### src/rtl/ic_scan_seq.sv
// Address/enable sequencer for a 74138-style 3-to-8 decoder: scans addresses
// 0..last with a blanking gap (decoder disabled) before every active slot.
module ic_scan_seq #(
  parameter int DIV_W = 16,
  parameter int BLK_W = 4
) (
  input  logic             clk,
  input  logic             rst,
  input  logic             en,
  input  logic             step,
  input  logic [2:0]       last,
  input  logic [DIV_W-1:0] div,
  input  logic [BLK_W-1:0] blank_cyc,
  output logic             a,
  output logic             b,
  output logic             c,
  output logic             g1,
  output logic             g2a,
  output logic             g2b,
  output logic             frame,
  output logic             busy
);

  localparam int CNT_W = (DIV_W > BLK_W) ? DIV_W : BLK_W;

  typedef enum logic [1:0] {
    S_IDLE,
    S_BLANK,
    S_ACTIVE
  } state_t;

  state_t             r_state;
  logic [CNT_W-1:0]   r_cnt;
  logic [2:0]         r_addr;
  logic               r_oneshot;
  logic [DIV_W-1:0]   r_div;
  logic [BLK_W-1:0]   r_blk;
  logic               r_dec_en;
  logic               r_frame;
  logic               r_busy;

  state_t             w_state_nxt;
  logic [CNT_W-1:0]   w_cnt_nxt;
  logic [2:0]         w_addr_nxt;
  logic               w_oneshot_nxt;
  logic               w_latch;
  logic               w_wrap;

  // NOTE: every signal gets a default before the case so no path leaves it
  // unassigned; otherwise synthesis infers a latch to hold the old value.
  always_comb begin
    w_state_nxt   = r_state;
    w_cnt_nxt     = r_cnt;
    w_addr_nxt    = r_addr;
    w_oneshot_nxt = r_oneshot;
    w_latch       = 1'b0;
    w_wrap        = 1'b0;
    case (r_state)
      S_IDLE: begin
        if (en) begin
          w_state_nxt = S_BLANK;
          w_cnt_nxt   = '0;
          w_latch     = 1'b1;
        end else if (step) begin
          w_state_nxt   = S_BLANK;
          w_cnt_nxt     = '0;
          w_oneshot_nxt = 1'b1;
          w_latch       = 1'b1;
        end
      end
      S_BLANK: begin
        if (r_cnt == CNT_W'(r_blk)) begin
          w_state_nxt = S_ACTIVE;
          w_cnt_nxt   = '0;
        end else begin
          w_cnt_nxt = r_cnt + 1'b1;
        end
      end
      S_ACTIVE: begin
        if (r_cnt == CNT_W'(r_div)) begin
          w_cnt_nxt = '0;
          // Address moves only as the decoder turns off, so y never glitches.
          if (r_addr >= last) begin
            w_addr_nxt = 3'd0;
            w_wrap     = 1'b1;
          end else begin
            w_addr_nxt = r_addr + 3'd1;
          end
          if (r_oneshot) begin
            w_state_nxt   = S_IDLE;
            w_oneshot_nxt = 1'b0;
          end else if (!en) begin
            w_state_nxt = S_IDLE;
          end else begin
            w_state_nxt = S_BLANK;
            w_latch     = 1'b1;
          end
        end else begin
          w_cnt_nxt = r_cnt + 1'b1;
        end
      end
      default: w_state_nxt = S_IDLE;
    endcase
  end

  // NOTE: sequential state uses non-blocking assignments so every flop
  // samples pre-edge values regardless of statement order.
  always_ff @(posedge clk or posedge rst) begin
    if (rst) begin
      r_state   <= S_IDLE;
      r_cnt     <= '0;
      r_addr    <= 3'd0;
      r_oneshot <= 1'b0;
      r_div     <= '0;
      r_blk     <= '0;
      r_dec_en  <= 1'b0;
      r_frame   <= 1'b0;
      r_busy    <= 1'b0;
    end else begin
      r_state   <= w_state_nxt;
      r_cnt     <= w_cnt_nxt;
      r_addr    <= w_addr_nxt;
      r_oneshot <= w_oneshot_nxt;
      if (w_latch) begin
        r_div <= div;
        r_blk <= blank_cyc;
      end
      r_dec_en  <= (w_state_nxt == S_ACTIVE);
      r_frame   <= w_wrap;
      r_busy    <= (w_state_nxt != S_IDLE);
    end
  end

  assign a     = r_addr[0];
  assign b     = r_addr[1];
  assign c     = r_addr[2];
  assign g1    = r_dec_en;
  assign g2a   = ~r_dec_en;
  assign g2b   = ~r_dec_en;
  assign frame = r_frame;
  assign busy  = r_busy;

endmodule

### config.mk
export PLATFORM = sky130hd
export DESIGN_NAME = ic_scan_seq
export DESIGN_NICKNAME = d
export VERILOG_FILES = /design/src/rtl/ic_scan_seq.sv
export SDC_FILE = /design/constraint.sdc
export NUM_CORES = 1
export LEC_CHECK = 0
export CAP_MARGIN = 20
export CORE_MARGIN = 2
export CORE_UTILIZATION = 50
export CTS_CLUSTER_SIZE = 8
export DETAILED_ROUTE_END_ITERATION = 7
export PLACE_DENSITY = 0.77
export SYNTH_ARGS = -nofsm -noshare
export SYNTH_HDL_FRONTEND = slang
export SYNTH_SLANG_ARGS = --single-unit
### constraint.sdc
create_clock -name clk -period 2 [get_ports clk]
set_input_delay 0.4 -clock clk [delete_from_list [all_inputs] [get_ports clk]]
set_output_delay 0.4 -clock clk [all_outputs]
set_load 0.03 [all_outputs]
After elaboration in Yosys (flattened, before gate mapping)
Cells that the tools add are included.
{ "classes": {"addsub": 2, "magnitude_cmp": 1, "eq_ne": 9, "n_mux": 26, "n_bitwise": 1, "reduce_logical": 7} }
{ "op_table": {"columns": ["operator", "n"], "rows": [
  ["$mux W16", 4],
  ["$pmux W16 S3", 1],
  ["$add A16 B1 Y16 const B", 1],
  ["$eq A16 B16 Y1", 1],
  ["$eq A16 B4 Y1", 1],
  ["$mux W1", 13],
  ["$mux W2", 4],
  ["$ne A2 B2 Y1 const B", 3],
  ["$pmux W2 S3", 1],
  ["$eq A2 B2 Y1 const B", 2],
  ["$pmux W1 S2", 2],
  ["$reduce_and A2 Y1", 2],
  ["$reduce_and A4 Y1", 1],
  ["$reduce_bool A2 Y1", 2],
  ["$add A3 B1 Y3 const B", 1],
  ["$ge A3 B3 Y1", 1],
  ["$mux W3", 1],
  ["$ne A3 B3 Y1 const B", 1],
  ["$reduce_bool A3 Y1", 1],
  ["$eq A2 B1 Y1 const B", 1],
  ["$logic_not A2 Y1", 1],
  ["$not A1 Y1", 1]
]} }
{ "totals": {"regBits": 45, "input_bits": 27, "output_inout_bits": 8, "wordCells": 55} }

Logic depth before layout (Yosys ltp)
Gate-level depths: netlist of run 1.
{ "depth": {"word_depth": 5, "mapped_depth": 8, "mapped_depth_nobuf": 7} }

Least setup slack after synthesis of run 1
OpenSTA, ideal clock, no wires.
{ "synth_path": {"path_type": "flip-flop to flip-flop", "startpoint": "reg r_cnt[1]", "endpoint": "reg r_blk[0]", "setup_ns": 0.125, "t_arrival_ns": 1.784, "t_required_ns": 1.875, "slack_ns": 0.091, "path_stages_with_launch": 8, "n_path_buf": 2, "synth_period_minus_slack_ns": 1.909, "cell_sequence": "dfrtp_1 xor2_1 nor4_1 and4_1 buf_4 a31oi_4 buf_6 mux2_4"} }
{ "synth_between": {"elab_chain_cells": 3} }
{ "synth_rtl": {"columns": ["item", "line", "source"], "rows": [
  ["start, declared", "33", "logic [CNT_W-1:0] r_cnt;"],
  ["start signal, assigned", "121", "r_cnt <= w_cnt_nxt;"],
  ["$eq A16 B16 Y1", "80", "if (r_cnt == CNT_W'(r_div)) begin"],
  ["$mux W1", "80", null],
  ["$pmux W1 S2", "58", "case (r_state)"],
  ["end signal, assigned", "126", "r_blk <= blank_cyc;"],
  ["end, declared", "37", "logic [BLK_W-1:0] r_blk;"]
]} }
No other way between the ends.
A chain may end at the register's enable or synchronous reset.

Worst setup path in the final report of run 1
{ "layout_path": {"startpoint": "reg r_cnt[13]", "endpoint": "reg r_div[3]"} }
{ "layout_between": {"elab_chain_cells": 3} }
{ "layout_rtl": {"columns": ["item", "line", "source"], "rows": [
  ["$eq A16 B16 Y1", "80", null],
  ["$mux W1", "80", null],
  ["$pmux W1 S2", "58", null],
  ["end signal, assigned", "125", "r_div <= div;"],
  ["end, declared", "36", "logic [DIV_W-1:0] r_div;"]
]} }
No other way between the ends.

==> results of run 1 <==
-- cells in the mapped netlist, drive strengths merged --
cell type	count
xnor2	13
o211ai	8
mux2i	1
a21oi	10
o21a	2
mux2	20
a32o	1
or2	2
and4	2
o21ai	7
ha	9
o31ai	1
nand2b	3
dfrtp	45
a2111oi	1
a21o	2
o221ai	1
nand4	5
and3	4
inv	18
a41oi	1
nand3	7
o2bb2ai	1
and2	1
o311ai	2
nor2b	2
o2111ai	2
nand2	17
nor3	8
o22a	1
nor2	7
nor4	10
xor2	16
clkbuf	2
buf	13
a31oi	2
-- sequential cells by signal, indices dropped and copies added, names as in the netlist --
register and cells:
r_blk 4, r_state 2, frame 1, r_addr 3
g1 1, r_oneshot 1, r_div 16, busy 1
r_cnt 16
-- metal layers --
layer / part of all wire (%) / GRT usage (%)
met4: 2.8 / 9.643
met2: 50 / 37.46
met3: 5.6 / 3.882
met1: 42 / 26.55
met5: 0 / 0
-- cells in the final DEF (no fill, tap or decap), types with 2 or more instances in the layout --
cell type         n
o21a_2            2
a21oi_1          10
nor4_2            3
dfrtp_2           2
o211ai_1          8
inv_1            17
buf_12            3
or2_2             2
ha_1              9
a21o_1            2
clkdlybuf4s50_1  34
nor3_1            8
clkbuf_8          6
nand4_1           5
xnor2_1          13
mux2_4           20
nor2_1            7
nand3_1           7
nand2b_1          3
nor4_4            4
dfrtp_1          43
nand2_1          17
o21ai_0           4
buf_4            39
nor4_1            3
and3_1            4
xor2_1           15
-- metrics by stage --
step,area [µm²],hold slack [ns],setup slack [ns],power (mW),TNS [ns]
global route,3610,0.4788,-0.1199,4.842,-2.462
global placement,3323,0.5178,-0.06950,3.485,-1.215
finish,3610,0.4291,-0.07468,4.590,-1.068
detailed placement,3323,0.5213,-0.1664,3.572,-2.915
CTS,3453,0.4486,-0.04343,4.333,-0.4863
floorplan,2669,0.5000,0.09061,2.731,0
-- cell families after synthesis --
family | synth area share, %
AO/OA/AOI/OAI | 11.86
XOR/XNOR | 9.517
adder cells (fa/ha/maj) | 4.219
buffers and inverters | 6.704
flip-flops | 42.19
multiplexers | 11.63
AND/OR/NAND/NOR | 13.88
-- tightest hold or removal path: stages --
cell	delay, ns
clkdlybuf4s50_1	0.40
clkinv_1	0.07
buf_12	0.24
-- how the worst min path moves through the flow --
stage / start / end / slack [ns] / cells after the start
after global routing: rst / frame / 0.48 / 3
after CTS: rst / r_cnt[10] / 0.45 / 3
after floorplan: r_oneshot / r_oneshot / 0.50 / 1
final: rst / r_cnt[10] / 0.43 / 3
after global placement: r_blk[3] / r_blk[3] / 0.52 / 1
after detailed placement: r_blk[3] / r_blk[3] / 0.52 / 1
-- cell type report --
class	instances	area [µm²]
Multi-Input combinational cell	169	1488
Tap cell	70	87.58
Clock inverter	2	37.54
Fill cell	382	1530
Clock buffer	6	82.58
Sequential cell	45	1129
Inverter	18	67.56
Timing Repair Buffer	77	718.2
-- what timing repair did --
action,CTS,global route
setup buffers,0,2
gates cloned,0,1
pin swaps,4,10
hold buffers,0,0
endpoints found under the hold margin,0,0
setup endpoints to repair,24,43
gates resized for setup,2,20
-- where the power goes --
group          switching (mW)  total (mW)  internal, mW
clock                   0.330       0.737         0.407
combinational            1.17        2.48          1.31
sequential              0.205        1.38          1.17
==> impl_results.md, run 1 <==
* Mean Syn Cell Area at 10.80 µm²
* Largest net degree at the start of global routing at 46
* Initial antenna violation count at 0
* Non-Filler Instances at 387
* Area growth, synth to finish at 35.26%
* Setup crit start: r_cnt[13]
* Final Max Slew Viols at 0
* Slowest stage delay, CP at 0.44 ns
* Worst-Margin Slew at 0.4221 ns
* Area contributors post-synth: dfrtp_1, mux2_4, xor2_1
* Total routed wirelength at around 6400 µm
* Setup CP Type: reg -> reg
* Worst-Skew Late Latency at ~0.31 ns
* Vias in the first global route at 2,177
* Vias per inst at 5.630
* Crit. End Element: flop
* Sequential share of the synthesized area at a little over two fifths
* Share of layout cells above drive strength 1 at roughly 30%
* Drt initial violations at roughly 180
* Min cycle time layout at approximately 2.1 ns
* Ports at 35
* Warnings, synthesis at 0
* Failing checks: setup timing
* MaxCap Viol Count at 0
* R2R Setup Slk at -0.07 ns
* Final setup fails at 20
* Cells after DPL at 376
* Die height at approximately 77 µm
* Remaining DRCs at 0
* Core area at 0.005140 mm²
* Clk sink count at 45
* Number of buffers created by CTS at 5
* Crit path capture: r_div[3]
* Post-Syn Instances at 247
* CTS tree: done
* CTS root buffer: clkbuf_8
* Layout Nets at 352
* Via count at 2,179
* Crit-path max FO at 8
* Worst Path Arrival at ~2.3 ns
* Total iterations of the first detailed-routing run at 4
* Reg2reg path depth at 6
* Critical path depth at 6
* Total GRT Usage at around 22%
* Clock buffer depth at 2
* Detail Route Antenna Nets at 0
* First-pass GRT wire length at around 10,000 µm
* Die Area at between 0.005 and 0.006 mm²
* Required time of the critical path at 2.19 ns
* #FFs+latches synth at 45
* Port bufs at 34
* Unique masters post-synth at 43
* Clk slew on worst S/H paths at 0.09 ns
* Fmax at roughly 480 MHz
* Antenna Cells at 0
* Pleak at about 1.6 nW
* Post-DP HPWL at 4282 µm
* Dominant delay contributor by cell family on the critical path: simple AND/OR/NAND/NOR gates
* CP startpoint kind: flop
* Hold Crit Class: in -> async
* Slowest cell on crit path: dfrtp_1
* Crit path cell chain: xor2_1 -> nor4_4 -> and4_4 -> a31oi_4 -> clkbuf_16 -> mux2_4
* H-tree levels at 2
* RSZ-0062 raised after global routing: true
* Max-slew headroom at 71.86%
* Post-synth top area cell: dfrtp_1
* Pwr/cell area at ~1300 mW/mm²
* Fin crit share at 103.7%
* Yosys top cell area share at a little over two fifths
* Die Width at between 70 and 80 µm
* Starting Density at roughly half
* Mapped Area at 0.002669 mm²
* Mapped Nets at 283
* Routability-driven placement congestion ratio at approximately 0.96
* Clk_skew at 0.01017 ns
* PnR worst setup slack at -0.07468 ns
* Final Hold Fails at 0
* Reg2reg start: r_cnt[13]
* Worst vdd ir at about 0.8 mV
* Status: complete, but fails checks
* Total gr overflow at 0
* Core Util, Final at 70.23%
* Drt wl/cell at between 15 and 20 µm
* End of the worst register-to-register path: r_div[3]
* Row Count at 26
* Buf/Inv on CP at 1
No activity file was read; power rests on OpenSTA's default activity.
==> inputs of run 2 (changes only) <==
- CORE_MARGIN: 2 -> not set
- CORE_UTILIZATION: 50 -> 52
- CTS_BUF_LIST: not set -> sky130_fd_sc_hd__clkbuf_4
- PLACE_DENSITY: 0.77 -> 0.8
==> impl_results.md, run 2 (same netlist as run 1, synthesis figures left out) <==
* Reg2reg start: r_div[5]
* Vias per inst at 5.472
* Share of layout cells above drive strength 1 at ~27%
* Total gr overflow at 0
* First-pass GRT wire length at between 9000 and 10,000 µm
* Clock power frac at a little under an eighth
* Detail Route Antenna Nets at 0
* DP Worst Slack at -0.1788 ns
* CP startpoint kind: flop
* Fin crit share at 104.3%
* Worst Path Arrival at between 2 and 2.5 ns
* Setup CP Type: reg -> reg
* Via count at roughly 2,100
* Crit path cell chain: xor2_1 -> nor4_2 -> and4_4 -> a31oi_4 -> buf_12 -> mux2_4
* R2R Setup Slk at -0.09 ns
* CTS root buffer: clkbuf_4
* Routability-driven placement congestion ratio at 0.8992
* Power share of the sequential group at between 30% and 40%
* Required time of the critical path at 2.25 ns
* Area post-placement at between 0.003 and 0.004 mm²
* Crit path capture: r_div[2]
* Slowest stage delay, CP at about 0.43 ns
* CTS Hold Bufs at 0
* Post-route setup TNS at -1.385 ns
* Core area at roughly 0.0048 mm²
* Largest net degree at the start of global routing at 19
* PnR worst setup slack at -0.08676 ns
* Comb power frac at 54.9%
* Slowest cell on crit path: dfrtp_1
* Port bufs at 34
* Worst-Margin Slew at ~0.61 ns
* Final Max Slew Viols at 0
* Total iterations of the first detailed-routing run at 4
* Total GRT Usage at a little under a quarter
* CTS tree: done
* Max-slew headroom at just under 60%
* RSZ-0062 raised after global routing: true
* Biggest regs: r_cnt x16, r_div x16, r_blk x4
* Die Area at roughly 0.0054 mm²
* Sw Share at 37.81%
* Remaining DRCs at 0
* Final setup fails at 27
* Ports at 35
* Antenna Cells at 0
* MaxCap Viol Count at 0
* Dominant delay contributor by cell family on the critical path: simple AND/OR/NAND/NOR gates
* Min Hold Slack at approximately 0.33 ns
* Clk slew on worst S/H paths at around 0.14 ns
* Pleak at roughly 1.5 nW
* Drt wl/cell at about 15 µm
* Worst-Skew Late Latency at 0.37 ns
* Starting Density at between 50 and 60%
* Layout Nets at around 350
* Setup crit start: r_div[5]
* Failing checks: setup timing
* Initial antenna violation count at 0
* Number of buffers created by CTS at 5
* Fmax at between 400 and 500 MHz
* Total routed wirelength at roughly 5700 µm
* Hold Crit Class: in -> async
* Clk sink count at 45
* Die Width at about 74 µm
* Switching power at ~1.5 mW
* Critical path depth at 6
* Final instance area at 0.003442 mm²
* Pwr/cell area at around 1200 mW/mm²
* Status: complete, but fails checks
* Post-DP HPWL at between 4000 and 5000 µm
* Crit. End Element: flop
* Drt initial violations at about 180
* Die height at roughly 74 µm
* Most frequent cells in the layout: dfrtp_1, clkdlybuf4s50_1, buf_4
* Worst vdd ir at about 0.64 mV
* Area growth, synth to finish at 28.97%
* Min cycle time layout at between 2 and 2.5 ns
* Final Hold Fails at 0
* End of the worst register-to-register path: r_div[2]
* # fillers at 366
* Crit-path max FO at 12
* Internal cell power at 2.519 mW
* Buf/Inv on CP at 1
* Clk_skew at 0.01905 ns
* Most common cell after layout, fill and taps aside: dfrtp_1
* Vias in the first global route at ~2,100
* Area of the multi-input gates at approximately 0.0014 mm²
* Register area at between 0.001 and 0.0015 mm²
* H-tree levels at 2
* Reg2reg path depth at 6
* Row Count at 25
* Clock buffer depth at 2
-- run 2: cell types whose count changed in the layout (fill, tap and decap cells not counted), moves of 4 or more --
cell / previous run / this run
buf_4: 39 / 34
clkbuf_4: 0 / 6
clkbuf_8: 6 / 0
nor4_4: 4 / 0
-- run 2: worst min path at each step --
| stage | startpoint | end | slack (ns) | cells after the start |
|---|---|---|---|---|
| 2_1_floorplan | r_oneshot | r_oneshot | 0.50 | 1 |
| 3_3_place_gp | r_div[2] | r_div[2] | 0.52 | 1 |
| 3_5_place_dp | r_blk[1] | r_blk[1] | 0.52 | 1 |
| 4_1_cts | rst | frame | 0.35 | 2 |
| 5_1_grt | rst | frame | 0.36 | 2 |
| 6_report | rst | frame | 0.33 | 2 |
-- run 2: final cells by class --
type | instances | area share, %
Sequential cell | 45 | 32.75
Clock buffer | 6 | 1.309
Timing Repair Buffer | 74 | 20.28
Tap cell | 67 | 2.435
Inverter | 18 | 1.963
Clock inverter | 2 | 0.4362
Multi-Input combinational cell | 169 | 40.82
-- run 2: repair_timing --
action,CTS,global route
pin swaps,3,3
setup buffers,2,2
setup endpoints to repair,20,43
resized for setup,2,10
-- run 2: per-stage QoR --
stage	util, %	cells	power, mW
after floorplan	-	247	2.731
after global routing	71.45	381	4.306
after global placement	68.55	369	3.454
after CTS	70.16	379	3.991
after detailed placement	68.55	369	3.525
final	71.45	381	4.051
-- run 2: power by group through the flow --
stage	sequential, mW	combinational [mW]	clock (mW)
after floorplan	1.37	1.37	0
after global placement	1.37	2.08	0
after detailed placement	1.38	2.14	0
after CTS	1.37	2.16	0.467
after global routing	1.40	2.40	0.505
final	1.37	2.22	0.459
-- run 2: layer usage --
metal / GRT usage (%) / part of all wire [%] / vias to the layer above
met3: 4.115 / 4.7 / 5
met4: 8.761 / 1.2 / 0
li1: - / - / 1005
met2: 37.10 / 50 / 59
met1: 31.85 / 44 / 1016
met5: 0 / 0 / -
-- run 2: worst register-to-register path, cell delays in order (launching register included) --
cell,delay (ns)
dfrtp_1,0.43
xor2_1,0.18
nor4_2,0.42
and4_4,0.33
a31oi_4,0.12
buf_12,0.18
mux2_4,0.31
==> inputs of run 3 (changes only) <==
- CORE_ASPECT_RATIO: not set -> 1.1
==> impl_results.md, run 3 (same netlist as run 1, synthesis figures left out) <==
* Antenna Cells at 0
* Area growth, synth to finish at 31.88%
* Pleak at between 1.5 and 2 nW
* Min Hold Slack at 0.3412 ns
* Via count at 2,077
* Clock buffer depth at 2
* Fin crit share at 102.1%
* Post-DP HPWL at just over 4000 µm
* Power, Total at between 4 and 5 mW
* Biggest regs: r_cnt x16, r_div x16, r_blk x4
* Total routed wirelength at 5871 µm
* Total GRT Usage at 22.52%
* CP startpoint kind: flop
* Min cycle time layout at 2.042 ns
* Total iterations of the first detailed-routing run at 5
* Worst-Margin Slew at 0.4730 ns
* Status: complete, but fails checks
* PnR worst setup slack at -0.04224 ns
* Setup CP Type: reg -> reg
* Crit-path max FO at 4
* Initial antenna violation count at 0
* CTS tree: done
* Clk slew on worst S/H paths at between 0.1 and 0.15 ns
* Worst vdd ir at slightly above 0.7 mV
* Die height at around 77 µm
* Die Area at roughly 0.0054 mm²
* Ports at 35
* Row Count at 26
* Hold Crit Class: in -> async
* Final Max Slew Viols at 0
* Drt initial violations at between 100 and 150
* Die Width at around 70 µm
* Worst Path Arrival at ~2.3 ns
* Largest net degree at the start of global routing at 46
* Final Hold Fails at 0
* Max-slew headroom at between 60% and 70%
* MaxCap Viol Count at 0
* Vias per inst at 5.553
* Detail Route Antenna Nets at 0
* Layout Nets at ~350
* Most frequent cells in the layout: dfrtp_1, buf_4, clkdlybuf4s50_1
* Port bufs at 34
* Crit. End Element: flop
* Most common cell after layout, fill and taps aside: dfrtp_1
* Remaining DRCs at 0
* Fmax at a little under 500 MHz
* Routability-driven placement congestion ratio at 0.8831
* Clk sink count at 45
* First-pass GRT wire length at approximately 9600 µm
* Reg2reg path depth at 7
* Number of buffers created by CTS at 5
* Clk_skew at between 0.01 and 0.015 ns
* Core area at about 0.0048 mm²
* Share of layout cells above drive strength 1 at 29.87%
* Worst-Skew Late Latency at between 0.3 and 0.4 ns
* Required time of the critical path at about 2.3 ns
* CTS root buffer: clkbuf_4
* Vias in the first global route at between 2,000 and 2,500
* DP Worst Slack at -0.1390 ns
* Starting Density at a little under three fifths
* Drt wl/cell at about 16 µm
* Failing checks: setup timing
* RSZ-0062 raised after global routing: true
* H-tree levels at 2
* Post-route setup TNS at -0.3345 ns
* Final setup fails at 21
* Total gr overflow at 0
* Pwr/cell area at 1186 mW/mm²
[run 3: cell type report]
type / count / area, µm²
timing repair buffer: 78 / 711.9
tap: 56 / 70.07
clock buffer: 5 / 37.54
inverter: 18 / 67.56
fill: 327 / 1262
clock inverter: 3 / 21.27
sequential: 45 / 1129
multi-input combinational: 169 / 1483
[run 3: power by group]
| part | leakage [nW] | internal (mW) | total [mW] | switching (mW) |
|---|---|---|---|---|
| logic | 0.986 | 1.26 | 2.35 | 1.09 |
| clock network | 0.0316 | 0.140 | 0.464 | 0.325 |
| registers | 0.558 | 1.17 | 1.36 | 0.189 |
| total | 1.58 | 2.57 | 4.17 | 1.60 |
[run 3: what timing repair did]
action                                  in CTS  in global routing
gates resized for setup                      8                 14
pin swaps                                    9                  8
hold buffers                                 0                  0
endpoints found under the setup margin      21                 43
buffers inserted                             6                  2
[run 3: through the flow]
step | utilization [%] | area, µm² | std cells
5_1_grt | 73.60 | 3520 | 374
3_3_place_gp | 68.66 | 3283 | 359
6_report | 73.60 | 3520 | 374
3_5_place_dp | 68.66 | 3283 | 359
4_1_cts | 71.77 | 3432 | 373
2_1_floorplan | - | 2669 | 247
[run 3: final timing paths]
| path | from | endpoint | slack (ns) |
|---|---|---|---|
| max | r_cnt[13] | busy | -0.04 |
| min reg2reg | r_blk[3] | r_blk[3] | 0.55 |
| max reg2reg | r_cnt[13] | busy | -0.04 |
| max in group asynchronous | rst | r_blk[3] | 1.44 |
| min in group clk | r_blk[3] | r_blk[3] | 0.55 |
| min | rst | r_div[12] | 0.34 |
[run 3: metal layers]
| metal | vias up | global-route usage (%) | part of all wire, % |
|---|---|---|---|
| met5 | - | 0 | 0 |
| met4 | 0 | 8.800 | 1.6 |
| met3 | 11 | 4.074 | 4.6 |
| met2 | 67 | 36.19 | 51 |
| met1 | 986 | 29.97 | 43 |
| li1 | 1013 | - | - |
[run 3: critical path, stage by stage, from the launching register on]
cell	delay [ns]
dfrtp_2	0.48
xor2_1	0.17
nor4_2	0.28
buf_4	0.17
a41oi_2	0.24
o311ai_4	0.35
buf_4	0.18
nand3_1	0.07
